### config.mk
export PLATFORM = sky130hd
export DESIGN_NAME = fifo_read_ctrl
export DESIGN_NICKNAME = d
export VERILOG_FILES = /design/src/rtl/fifo_read_ctrl.sv
export SDC_FILE = /design/constraint.sdc
export NUM_CORES = 1
export LEC_CHECK = 0
export CAP_MARGIN = 20
export CORE_MARGIN = 3
export CORE_UTILIZATION = 49
export CTS_CLUSTER_DIAMETER = 120
export CTS_CLUSTER_SIZE = 40
export DETAILED_ROUTE_END_ITERATION = 10
export PLACE_DENSITY = 0.79
export SYNTH_ARGS = -nofsm -noshare
export SYNTH_HDL_FRONTEND = slang
export SYNTH_SLANG_ARGS = --single-unit
### constraint.sdc
create_clock -name clk -period 2.6 [get_ports clk]
set_input_delay 0.52 -clock clk [delete_from_list [all_inputs] [get_ports clk]]
set_output_delay 0.52 -clock clk [all_outputs]
set_load 0.05 [all_outputs]
### src/rtl/fifo_read_ctrl.sv
// fifo_read_ctrl: drains fifo_memory (1-cycle synchronous read) into a
// valid/ready stream through a 2-entry skid buffer and counts delivered words.
// Optional even-parity sideband: define FIFO_READ_CTRL_PARITY_EN to add the
// m_parity output.
module fifo_read_ctrl #(
    parameter int DATA_WIDTH  = 8,
    parameter int COUNT_WIDTH = 16
) (
    input  logic                   clk,
    input  logic                   rstn,
    input  logic                   enable,
    input  logic                   fifo_empty,
    input  logic [DATA_WIDTH-1:0]  fifo_read_data,
    output logic                   fifo_read_enable,
    output logic                   m_valid,
    output logic [DATA_WIDTH-1:0]  m_data,
    input  logic                   m_ready,
    output logic                   busy,
    output logic [COUNT_WIDTH-1:0] drain_count
`ifdef FIFO_READ_CTRL_PARITY_EN
    ,
    output logic                   m_parity
`endif
);

    typedef enum logic [1:0] {
        IDLE     = 2'd0,
        ACTIVE   = 2'd1,
        DRAINING = 2'd2
    } state_e;

    state_e                          state_q, state_d;
    logic                            busy_q, busy_d;
    logic [1:0]                      buf_count_q, buf_count_d;
    logic                            inflight_q, inflight_d;
    logic [1:0][DATA_WIDTH-1:0]      buf_q, buf_d;
    logic [COUNT_WIDTH-1:0]          drain_count_q, drain_count_d;
`ifdef FIFO_READ_CTRL_PARITY_EN
    logic [1:0]                      par_q, par_d;
`endif

    logic       pop;
    logic [2:0] occ;
    logic       wr_idx;

    assign m_valid     = (buf_count_q != 2'd0);
    assign m_data      = buf_q[0];
    assign busy        = busy_q;
    assign drain_count = drain_count_q;
`ifdef FIFO_READ_CTRL_PARITY_EN
    assign m_parity    = par_q[0];
`endif

    // Read issue: words already held plus the one in flight, minus the one
    // leaving this cycle, must leave a free slot for the word being requested.
    always_comb begin
        pop              = m_valid && m_ready;
        occ              = {1'b0, buf_count_q} + {2'b00, inflight_q} - {2'b00, pop};
        fifo_read_enable = (state_q == ACTIVE) && !fifo_empty && (occ < 3'd2);
        inflight_d       = fifo_read_enable;
    end

    // Skid buffer: entry 0 is the head; a pop shifts entry 1 down, and the
    // returning read word lands at slot (count - pop). count-pop is only 0 or 1
    // whenever a capture happens, so its low bit is count[0] ^ pop.
    always_comb begin
        buf_d         = buf_q;
`ifdef FIFO_READ_CTRL_PARITY_EN
        par_d         = par_q;
`endif
        wr_idx        = buf_count_q[0] ^ pop;
        if (pop) begin
            buf_d[0] = buf_q[1];
`ifdef FIFO_READ_CTRL_PARITY_EN
            par_d[0] = par_q[1];
`endif
        end
        if (inflight_q) begin
            buf_d[wr_idx] = fifo_read_data;
`ifdef FIFO_READ_CTRL_PARITY_EN
            par_d[wr_idx] = ^fifo_read_data;
`endif
        end
        buf_count_d   = buf_count_q + {1'b0, inflight_q} - {1'b0, pop};
        drain_count_d = drain_count_q + COUNT_WIDTH'(pop);
    end

    // Run-state sequencing; DRAINING waits for the buffer and any read in flight.
    always_comb begin
        state_d = state_q;
        case (state_q)
            IDLE:     if (enable) state_d = ACTIVE;
            ACTIVE:   if (!enable) state_d = DRAINING;
            DRAINING: begin
                if (enable)
                    state_d = ACTIVE;
                else if ((buf_count_q == 2'd0) && !inflight_q)
                    state_d = IDLE;
            end
            default:  state_d = IDLE;
        endcase
        busy_d = (state_d != IDLE);
    end

    // All controller state; reset discards buffered and in-flight words.
    always_ff @(posedge clk or negedge rstn) begin
        if (!rstn) begin
            state_q       <= IDLE;
            busy_q        <= 1'b0;
            buf_count_q   <= 2'd0;
            inflight_q    <= 1'b0;
            buf_q         <= '0;
            drain_count_q <= '0;
`ifdef FIFO_READ_CTRL_PARITY_EN
            par_q         <= 2'b00;
`endif
        end else begin
            state_q       <= state_d;
            busy_q        <= busy_d;
            buf_count_q   <= buf_count_d;
            inflight_q    <= inflight_d;
            buf_q         <= buf_d;
            drain_count_q <= drain_count_d;
`ifdef FIFO_READ_CTRL_PARITY_EN
            par_q         <= par_d;
`endif
        end
    end

endmodule

==> key figures <==
Clock network
  • Root Driver: clkbuf_4
  • TritonCTS clock tree: done
  • CTS Hold Bufs: 0
  • Max Buffers Root-to-Sink: 2
  • Clock sinks: 38
  • H-tree Lvls: 2
  • TritonCTS Buffers: 5
  • Clock Pin Slew Worst Setup and Hold Paths: about 120 ps
  • Clock latency on the worst-skew pair: 340 ps

Timing
  • Peak Freq: around 0.35 GHz
  • Period Utilization, post-route: 109%
  • Clock skew: roughly 13 ps
  • Rel. slew slack: approximately 46%
  • Measured slew at the worst slew-check pin: 803 ps
  • Setup-failing EPs final: 1
  • Slew Viols, Final: 0
  • Min Clock Period, post-route: around 2800 ps
  • RSZ-0062 raised after global routing: true
  • Final Worst Setup Slack: -235 ps
  • Hold Violations, Final: 0

Floorplan
  • Die height: approximately 66 um
  • Rows: 21
  • Die Wd: about 66 um
  • IO Pins: 40
  • Die ar.: approximately 0.0044 mm^2
  • Area of the core: between 0.003 and 0.004 mm^2
  • Initial Util: approximately 52%

Pwr
  • P_leak: approximately 1.1 nW
  • Power Density: approximately 1200 mW/mm^2
  • Max VDD drop: between 0.0007 and 0.0008 V
  • Tot Pwr: around 2.7 mW

Finish
  • Filler instances: between 200 and 300
  • Finished Core Util: roughly 69%
  • P&R area growth vs syn: 32.3%
  • # diodes: 0
  • Fin nets: between 150 and 200
  • Share of layout cells above drive strength 1: between 20% and 30%

Detailed routing
  • Iter 0 DRT Violations: 42
  • Drt total wl: around 3400 um
  • Final ANT Viol Nets: 0
  • Wire per inst: ~15 um
  • First-pass DRT Iterations: 4
  • Drt drc: 0
  • Via count: around 1,200
  • Vias per std cell: 5.14

Setup path
  • CP peak stage delay: ~420 ps
  • Critical path launch point type: register
  • Crit path max-delay family: simple AND/OR/NAND/NOR gates
  • Worst setup EP type: output pin
  • CP cell instances: o21ai_2 -> or2_4 -> nand2_2 -> ha_4 -> fa_2 -> xnor2_1 -> nor4b_4 -> buf_12
  • Buf+Inv Stages, Crit Path: 1
  • CP Max Fanout: 4
  • Required @ worst endpoint: around 2100 ps
  • Worst path slowest cell: dfrtp_1
  • Arrival time worst endpoint: about 2300 ps
  • WS Path Type: register to output pin

Synth
  • Post-Syn Area: 0.00178 mm^2
  • Most common cell in the netlist: dfrtp_1
  • Synth top cells by count: 38 x dfrtp_1, 17 x mux2_2, 8 x buf_4, 8 x xnor2_1
  • Mean Syn Cell Area: ~13 um^2
  • Fraction of registers with async set/reset: between 90% and 100%
  • Synth area leader: dfrtp_1
  • Syn. warnings: 0
  • Synth top area share: between 50% and 60%
  • EDFF count, synth: 0
  • Post-Synthesis Cells: 135
  • Top post-synthesis cells by area: dfrtp_1 53%, mux2_2 11%, mux2_4 5.9%
  • Syn_nets: approximately 150
  • Flops & latches, synth: 38
  • Synth Flop Type: dfrtp_1
  • Sequential area share after synthesis: around 53%
  • Synth unique cells: 30

Place
  • Gp weighted congestion: roughly 0.77
  • Placement Setup Slack: -548 ps
  • Buffers added on ports: 39
  • Post-DP HPWL: between 2000 and 2500 um

Worst hold path
  • Hold Path Class: input pin to async pin

Global routing
  • First-pass GRT wire length: between 5000 and 6000 um
  • Largest net degree at the start of global routing: 39
  • GR Overflow Total: 0
  • Initial antenna violation count: 0
  • Vias in the first global route: 1,227
  • Total GRT Usage: 18.1%

Job
  • Max-cap violations: 0

Status
  • Status: finished with violations
  • Failing checks: setup timing
[metal layers]
metal	part of all wire (%)	vias to the layer above	track usage, %
met2	50	32	29.6
met3	5.8	5	6.63
met4	1.8	0	8.38
met1	42	572	21.0
met5	0	-	0
li1	-	553	-
[layout by cell type (no fill, tap or decap), drive strengths merged]
cell,synthesis,routed
a21bo,1,1
a21boi,1,1
a21oi,1,1
and2,1,1
and4,1,1
buf,10,10
bufinv,0,2
clkbuf,0,6
clkdlybuf4s50,0,36
dfrtp,38,38
dlygate4sd2,0,1
fa,1,1
ha,3,3
inv,4,4
mux2,24,24
nand2,7,7
nand2b,2,2
nand3,5,5
nand3b,1,1
nand4,5,5
nor2,1,1
nor2b,2,2
nor3,2,2
nor4,5,5
nor4b,1,1
o21ai,1,1
or2,2,2
or3,1,1
xnor2,8,8
xor2,7,7
[final timing paths]
| check | from | to | slack, ps | cells past startpoint |
|---|---|---|---|---|
| max in group asynchronous | rstn | m_data[5]$_DFF_PN0_ | 1830 | 1 |
| min in group clk | drain_count[15]$_DFF_PN0_ | drain_count[15]$_DFF_PN0_ | 480 | 1 |
| hold reg to reg | drain_count[15]$_DFF_PN0_ | drain_count[15]$_DFF_PN0_ | 480 | 1 |
| hold / removal | rstn | buf_q[11]$_DFFE_PN0P_ | 250 | 1 |
| setup reg to reg | buf_count_q[1]$_DFF_PN0_ | inflight_q$_DFF_PN0_ | 700 | 7 |
| setup / recovery | buf_count_q[1]$_DFF_PN0_ | fifo_read_enable | -240 | 8 |
[area by class of cell]
cell class | instances | area (um^2) | share of cell area, %
multi-input cells | 83 | 767 | 32.6
repair buffers | 47 | 454 | 19.3
clock inverters | 2 | 60.1 | 2.55
well taps | 46 | 57.6 | 2.44
inverters | 4 | 15.0 | 0.637
flip-flops and latches | 38 | 951 | 40.4
clock buffers | 6 | 51.3 | 2.18
[power breakdown]
group	internal, mW	leakage, nW	switching, mW	total [mW]
registers	0.766	0.485	0.142	0.907
clock network	0.326	0.0585	0.191	0.517
logic	0.582	0.528	0.707	1.29
total	1.67	1.07	1.04	2.71
[sequential cells by signal, indices dropped and copies added (netlist names)]
| register | cells |
|---|---|
| buf_count_q | 2 |
| busy | 1 |
| inflight_q | 1 |
| m_data | 8 |
| state_q | 2 |
| drain_count | 16 |
| buf_q | 8 |
[kinds of logic (layout without fill, tap and decap cells)]
group | Yosys count | after routing | synth area share [%]
buffers and inverters | 14 | 59 | 5.48
XOR/XNOR | 15 | 15 | 7.38
flip-flops | 38 | 38 | 53.4
adder cells (fa/ha/maj) | 4 | 4 | 3.23
AO/OA/AOI/OAI | 4 | 4 | 1.76
AND/OR/NAND/NOR | 36 | 36 | 12.1
multiplexers | 24 | 24 | 16.7
[through the flow]
step,hold WS [ps],TNS (ps),area [um^2],cells
after global placement,459,-485,2220,216
after detailed placement,462,-548,2220,216
after global routing,280,-352,2360,226
after CTS,267,-255,2340,224
final,250,-235,2360,226
after floorplan,224,-255,1800,135
[worst register-to-register path, cell delays in order, from the launching register on]
cell and delay, ps:
dfrtp_1 420, o21ai_2 210, or2_4 160, nand2_2 60
ha_4 150, fa_2 340, xnor2_1 160, nor4b_4 290
[repair_timing]
action | CTS | global route
pin swaps | 4 | 1
endpoints found under the setup margin | 1 | 1
setup buffers | 0 | 2
gates resized for setup | 4 | 0
hold endpoints to repair | 0 | 0
No activity file was read; power rests on OpenSTA's default activity.
